### src/rtl/adder_15b_reg.sv
// Registered signed adder with carry-in, signed-overflow flag and optional saturation.
// Result, flag and valid appear one clock after the operands are presented.
module adder_15b_reg #(
  parameter int WIDTH    = 15,
  parameter bit SATURATE = 1'b0
) (
  input  logic             clk,
  input  logic             rst,
  input  logic             in_valid,
  input  logic [WIDTH-1:0] A,
  input  logic [WIDTH-1:0] B,
  input  logic             Cin,
  output logic [WIDTH-1:0] S,
  output logic             overflow,
  output logic             out_valid
);

  localparam logic [WIDTH-1:0] MAX_POS = {1'b0, {(WIDTH-1){1'b1}}};
  localparam logic [WIDTH-1:0] MIN_NEG = {1'b1, {(WIDTH-1){1'b0}}};

  // Sum is taken one bit wider than the operands so it can never wrap.
  function automatic logic [WIDTH:0] full_sum(
    input logic [WIDTH-1:0] a,
    input logic [WIDTH-1:0] b,
    input logic             cin
  );
    return {a[WIDTH-1], a} + {b[WIDTH-1], b} + {{WIDTH{1'b0}}, cin};
  endfunction

  // The wide sum is out of signed range exactly when its top two bits disagree.
  function automatic logic sum_overflows(input logic [WIDTH:0] sum);
    return sum[WIDTH] ^ sum[WIDTH-1];
  endfunction

  // The wide sum's sign bit tells positive from negative overflow.
  function automatic logic [WIDTH-1:0] clamp(input logic [WIDTH:0] sum);
    logic [WIDTH-1:0] res;
    case (sum[WIDTH])
      1'b0:    res = MAX_POS;
      1'b1:    res = MIN_NEG;
      default: res = MAX_POS;
    endcase
    return res;
  endfunction

  logic [WIDTH:0]   sum_s;
  logic             ovf_s;
  logic [WIDTH-1:0] res_s;
  logic [WIDTH-1:0] s_r;
  logic             ovf_r;
  logic             valid_r;

  // Next-result datapath: wide sum, overflow detection and optional clamping.
  always_comb begin
    sum_s = full_sum(A, B, Cin);
    ovf_s = sum_overflows(sum_s);
    res_s = sum_s[WIDTH-1:0];
    if (SATURATE && ovf_s) begin
      res_s = clamp(sum_s);
    end else begin
      res_s = sum_s[WIDTH-1:0];
    end
  end

  // Output registers; an invalid cycle only clears valid, so the last result is held.
  always_ff @(posedge clk) begin
    if (rst) begin
      s_r     <= {WIDTH{1'b0}};
      ovf_r   <= 1'b0;
      valid_r <= 1'b0;
    end else if (in_valid) begin
      s_r     <= res_s;
      ovf_r   <= ovf_s;
      valid_r <= 1'b1;
    end else begin
      valid_r <= 1'b0;
    end
  end

  assign S         = s_r;
  assign overflow  = ovf_r;
  assign out_valid = valid_r;

endmodule

### config.mk
export PLATFORM = sky130hd
export DESIGN_NAME = adder_15b_reg
export DESIGN_NICKNAME = d
export VERILOG_FILES = /design/src/rtl/adder_15b_reg.sv
export SDC_FILE = /design/constraint.sdc
export NUM_CORES = 1
export LEC_CHECK = 0
export ABC_AREA = 1
export CAP_MARGIN = 20
export CORE_MARGIN = 2
export CORE_UTILIZATION = 34
export DETAILED_ROUTE_END_ITERATION = 7
export PLACE_DENSITY = 0.69
export SYNTH_ARGS = -nofsm -noshare
export SYNTH_HDL_FRONTEND = slang
export SYNTH_SLANG_ARGS = --single-unit
### constraint.sdc
create_clock -name clk -period 1.65 [get_ports clk]
set_input_delay 0.33 -clock clk [delete_from_list [all_inputs] [get_ports clk]]
set_output_delay 0.33 -clock clk [all_outputs]
set_load 0.02 [all_outputs]
==> impl_results.md, run 1 <==
- Root buffer cell: clkbuf_8
- RSZ-0062 raised after global routing: yes
- Routed len/inst: 11.4 um
- Via count: around 1.8k
- IO Port Bufs: 50
- R2R depth: 4
- Chip height: 72.0 um
- Crit end category: flop
- Post-Syn Instances: 254
- Post-synth EDFFs: 0
- Skew final: 0 ps
- GR Util All Layers: 17.5%
- Req. time, crit path: 1800 ps
- Initial antenna violation count: 0
- Post-synthesis sequential area ratio: 21.7%
- Crit Path Class: in -> reg
- Critical path startpoint category: input port
- Ys async rst share: 0%
- Hold Path Class: reg -> reg
- Avg Inst Size Synth: 6.18 sq um
- H-tree lvl count: 1
- DRC: 0
- CTS buffer count: 3
- GR Overflow Total: 0
- Area of the multi-input gates: 1380 sq um
- Max-cap viol count: 0
- Most frequent cells in the layout: nand2_1, inv_1, nor2_1, buf_4, clkdlybuf4s50_1
- Setup tns final: 0 ps
- Design Power: between 1.5 and 2 mW
- Number of global-route vias before repair: between 1.5k and 2k
- Syn nets: roughly 300
- Register Area: roughly 340 sq um
- Iter 0 DRT Violations: 29
- Initial Utilization: 35.6%
- Total die area: 5180 sq um
- Most frequent CP cell: nand2_4
- GP Congestion: 0.818
- Final min period: 1610 ps
- Rows: 24
- CTS tree: done
- Maximum root-to-sink buffer count: 2
- R2r startpoint: S[4]
- Largest net degree at the start of global routing: 18
- Clk slew on worst S/H paths: 70 ps
- Vias per cell: 4.64
- Pins over their slew limit: 0
- Synth warnings: 0
- Proportion of layout cells with a drive suffix above 1: 34.1%
- CP max FO: 3
- Main synth FF type: dfxtp_1
- Fill count: around 430
- Post-DRT Antenna Nets: 0
- Most common cell after layout, fill and taps aside: nand2_1
- Cells along the critical path: buf_6 -> fa_2 -> inv_2 -> fa_2 -> inv_2 -> nand2_2 -> nand2_4 -> nand3_4 -> nand2_4 -> nand2_4 -> nand3_2 -> nand2_1 -> nand3_1 -> nand2_1 -> inv_1
- Status: finished, final reports clean
- Launch point of the worst path: A[0]
- Cell variety after synth: 26
- P&R area growth vs syn: 75.0%
- Antenna cells: 0
- Hold endpoint: S[2]
- Worst r2r dst: S[4]
- Post-cts hold buffer count: 0
- DR pass1 iterations: 4
- Nets@finish: 385
- Hold Fails Final Rpt: 0
- Clock Latency Late Sink: 250 ps
- Max incr delay on CP: between 300 and 400 ps
- Worst slew margin: 82.2%
- Fmax: 620 MHz
- Min-delay src: S[2]
- Worst R2R Setup Slack: around 990 ps
- Pwr/cell area: approximately 600 nW/um^2
- First-pass GRT wire length: ~7300 um
- Final setup vio count: 0
- Clk sinks: 17
- Least-Margin Pin Slew: 266 ps
- Die width: 72.0 um
- Slowest cell on crit path: fa_2
- Tcrit/Tclk final: 97.7%
- Routed WL: ~4400 um
- DP Wirelength: 3260 um
- Top Ports: 51
- Hold Crit Depth: 2
- Yosys reg bits: 17
- Pleak: 1.45 nW
- CP arrival: 1760 ps
- Post-Syn Area: between 1500 and 2000 sq um
- Core ar.: 4410 sq um
- Worst vdd ir: between 0.4 and 0.5 mV
==> Yosys cell counts (3+ instances only) <==
cell | n | area share, %
a21oi_1 | 11 | 3.5
dfxtp_1 | 17 | 22
ha_1 | 14 | 11
inv_1 | 44 | 11
inv_2 | 3 | 0.72
nand2_1 | 65 | 16
nand2_2 | 9 | 3.6
nand3_1 | 18 | 5.7
nand4_1 | 3 | 1.2
nor2_1 | 34 | 8.1
nor2_2 | 4 | 1.6
o211ai_1 | 3 | 1.4
o21ai_0 | 7 | 2.2
o21bai_1 | 3 | 1.4
xor2_1 | 3 | 1.7
==> timing repair <==
| action | CTS | global route |
|---|---|---|
| gates resized for setup | 74 | 31 |
| buffers inserted | 5 | 1 |
| pin swaps | 25 | 15 |
| setup endpoints to repair | 13 | 13 |
==> area by class of cell <==
type	count	area share [%]
inverter	47	6.42
clock inverter	1	0.182
tap	52	2.37
sequential	17	12.4
multi-input combinational	186	50.2
timing repair buffer	80	26.9
clock buffer	3	1.50
==> worst max-delay path by stage <==
| stage | endpoint | slack (ps) | depth (start not counted) |
|---|---|---|---|
| CTS | overflow | 5 | 14 |
| global placement | S[14] | -600 | 14 |
| finish | S[10] | 40 | 15 |
| global route | S[10] | -80 | 15 |
| floorplan | S[10] | -50 | 14 |
| detailed placement | S[14] | -640 | 14 |
==> stage by stage <==
step	hold WS [ps]	setup slack [ps]	std cells	util, %	cell area [sq um]
detailed placement	480	-638	376	52.2	2300
floorplan	548	-49.7	254	-	1580
global route	537	-82.8	386	62.2	2750
finish	503	38.3	386	62.2	2750
CTS	505	4.64	385	59.4	2620
global placement	495	-603	376	52.2	2300
==> metal layers <==
| layer | global-route usage (%) | share of wire, % | vias to the layer above |
|---|---|---|---|
| li1 | - | - | 947 |
| met1 | 20.1 | 41 | 807 |
| met2 | 34.2 | 54 | 36 |
| met3 | 2.78 | 4.0 | 2 |
| met4 | 3.14 | 0.52 | 0 |
| met5 | 0 | 0 | - |
==> cell families (layout without fill, tap and decap cells) <==
group	Yosys count	after routing	share of synthesized area, %
simple gates	139	139	38.6
buf+inv	51	131	13.5
compound gates	26	26	9.72
flops	17	17	21.7
fa+ha+maj	16	16	13.7
xor+xnor	5	5	2.79
==> power breakdown <==
group	leakage (nW)	total, mW	internal (mW)	switching [mW]
sequential	0.141	0.470	0.450	0.0205
clock	0.0255	0.313	0.168	0.145
combinational	1.28	0.864	0.423	0.441
==> registers in the layout, indices dropped and copies added (netlist names) <==
name       flops
out_valid      1
overflow       1
S             15
==> critical path, delay by kind of cell <==
family / cells / cell delay (ps)
AND/OR/NAND/NOR: 9 / 590
adder cells (fa/ha/maj): 2 / 590
buffers and inverters: 4 / 240
No activity file was read; power rests on OpenSTA's default activity.
==> inputs of run 2 (changes only) <==
--- a/config.mk
+++ b/config.mk
@@ -5,12 +5,12 @@
 export SDC_FILE = /design/constraint.sdc
 export NUM_CORES = 1
 export LEC_CHECK = 0
-export ABC_AREA = 1
 export CAP_MARGIN = 20
 export CORE_MARGIN = 2
 export CORE_UTILIZATION = 34
 export DETAILED_ROUTE_END_ITERATION = 7
-export PLACE_DENSITY = 0.69
+export GPL_TIMING_DRIVEN = 0
+export PLACE_DENSITY = 0.72
 export SYNTH_ARGS = -nofsm -noshare
 export SYNTH_HDL_FRONTEND = slang
 export SYNTH_SLANG_ARGS = --single-unit
==> impl_results.md, run 2 <==
- Post-synthesis mux area share: 3.80%
- Adder-Cell Fraction of Synth Area: 15.9%
- GP Congestion: 0.837
- Largest net degree at the start of global routing: 11
- Final core utilization: 65.0%
- P&R area growth vs syn: 80.3%
- Hold Fails Final Rpt: 0
- Final min period: 2070 ps
- Pins over their slew limit: 0
- Maximum root-to-sink buffer count: 2
- DRC: 0
- Post-DRT Antenna Nets: 0
- Hold Path Class: reg -> reg
- Initial Utilization: between 30% and 40%
- Critical path startpoint category: input port
- Worst slew margin: 68.0%
- Worst vdd ir: between 0.3 and 0.4 mV
- Vias per cell: ~5.6
- Yosys reg bits: 17
- GR Util All Layers: 19.7%
- Max FFs per register: 15
- Total die area: about 4500 sq um
- Synth warnings: 0
- CP arrival: 2240 ps
- Least-Margin Pin Slew: about 480 ps
- CP max FO: 3
- Nets@finish: 288
- Via count: 1583
- Top-count cell post-synth: dfxtp_1
- Routed len/inst: around 15 um
- Proportion of layout cells with a drive suffix above 1: 35.4%
- Slack of the critical path: -422 ps
- CTS tree: done
- Chip height: 67.0 um
- Clock Latency Late Sink: ~250 ps
- Top cell type's share of synthesized area: 25.2%
- Post-cts hold buffer count: 0
- Number of global-route vias before repair: 1522
- Post-route cell area: 2430 sq um
- Pwr/cell area: 638 nW/um^2
- Largest area contributor in the netlist: dfxtp_1
- Rows: 22
- GR Overflow Total: 0
- Iter 0 DRT Violations: between 80 and 90
- Core ar.: 3740 sq um
- Crit end category: flop
- Final setup vio count: 11
- H-tree lvl count: 1
- Syn nets: 209
- Initial antenna violation count: 0
- Ys async rst share: 0%
- Synth top area cells: dfxtp_1, ha_1, a21oi_1, fa_1, mux2i_1
- Simple-gate share of the synthesized area: 21.0%
- Crit Path Class: in -> reg
- Status: complete, but fails checks
- Cell variety after synth: 48
- Fmax: ~480 MHz
- DP Wirelength: approximately 2800 um
- IO Port Bufs: 50
- Most common cell after layout, fill and taps aside: buf_4
- Post-Syn Instances: approximately 160
- Antenna cells: 0
- DR pass1 iterations: 4
- Clk sinks: 17
- Complex-gate fraction of the synthesized area: 27.2%
- Largest family of logic cells by synthesized area: compound AO/OA/AOI/OAI gates
- Placed cell areas: 1980 sq um
- Skew final: 0 ps
- Clk slew on worst S/H paths: 70 ps
- Main synth FF type: dfxtp_1
- RSZ-0062 raised after global routing: yes
- Top cells by count, synth: dfxtp_1, a21oi_1, ha_1
- Dpl ws: -1180 ps
- Root buffer cell: clkbuf_8
- Req. time, crit path: 1820 ps
- First-pass GRT wire length: 6790 um
- Failing checks: setup timing
- Pleak: 0.999 nW
- Most frequent cells in the layout: buf_4, clkdlybuf4s50_1, dfxtp_1, ha_4, dlygate4sd2_1
- Top Ports: 51
- Max-cap viol count: 0
- Tcrit/Tclk final: 126%
- Post-synth EDFFs: 0
- Post-Syn Area: approximately 1400 sq um
- Avg Inst Size Synth: 8.49 sq um
- Synth Area in XOR/XNOR: between 2 and 3%
- CTS buffer count: 3
- Post-synthesis sequential area ratio: 25.2%
- Fill count: 302
- Hold_ws: 467 ps
- Die width: 67.0 um
- Routed WL: ~4400 um
==> run 2: layout make-up <==
type / instances / area (sq um) / share of cell area [%]
Sequential cell: 17 / 340 / 14.0
Multi-Input combinational cell: 129 / 1260 / 51.9
Clock buffer: 3 / 41.3 / 1.70
Inverter: 7 / 26.3 / 1.08
Tap cell: 48 / 60.1 / 2.47
Buffer: 5 / 23.8 / 0.977
Clock inverter: 1 / 5.00 / 0.206
Timing Repair Buffer: 75 / 674 / 27.7
==> run 2: where the power goes <==
group	switching [mW]	internal (mW)	leakage, nW
clock network	0.155	0.168	0.0255
registers	0.0204	0.453	0.141
logic	0.358	0.399	0.833
total	0.533	1.02	0.999
==> run 2: layer usage <==
layer  share of wire, %  global-route usage [%]  vias up
li1                   -                       -      765
met1                 43                    24.8      774
met2                 52                    33.9       38
met3                3.4                    2.87        6
met4                1.7                    6.63        0
met5                  0                       0        -
==> run 2: worst paths after layout <==
check | slack [ps] | cells past startpoint | endpoint | startpoint
worst max-delay path | -420 | 11 | S[8] | Cin
worst min-delay path | 470 | 2 | S[10] | S[10]
worst max register to register | 570 | 2 | S[11] | S[11]
worst min register to register | 470 | 2 | S[10] | S[10]
==> run 2: metrics by stage <==
stage               power, mW  setup TNS, ps  instances
finish                   1.55          -2480        285
global route             1.63          -3310        285
floorplan               0.837          -2250        159
global placement         1.06         -10430        257
detailed placement       1.07         -10490        257
CTS                      1.51          -2210        282
==> run 2: critical path, stage by stage <==
cell and delay (ps):
buf_6 90, fa_2 380, inv_2 60, fa_2 220, nor2b_4 50, o2111ai_4 250
buf_4 160, nand2_2 60, a21o_1 190, a2111o_1 370, o221ai_1 80
==> run 2: cells by family after synthesis <==
logic type	after synthesis
AO/OA/AOI/OAI	51
XOR/XNOR	4
adder cells (fa/ha/maj)	16
buffers and inverters	13
flip-flops	17
multiplexers	5
AND/OR/NAND/NOR	53
==> run 2: what timing repair did <==
action / 4_1_cts / 5_1_grt
resized for setup: 100 / 19
endpoints found under the setup margin: 15 / 16
setup buffers: 22 / 5
pin swaps: 32 / 19
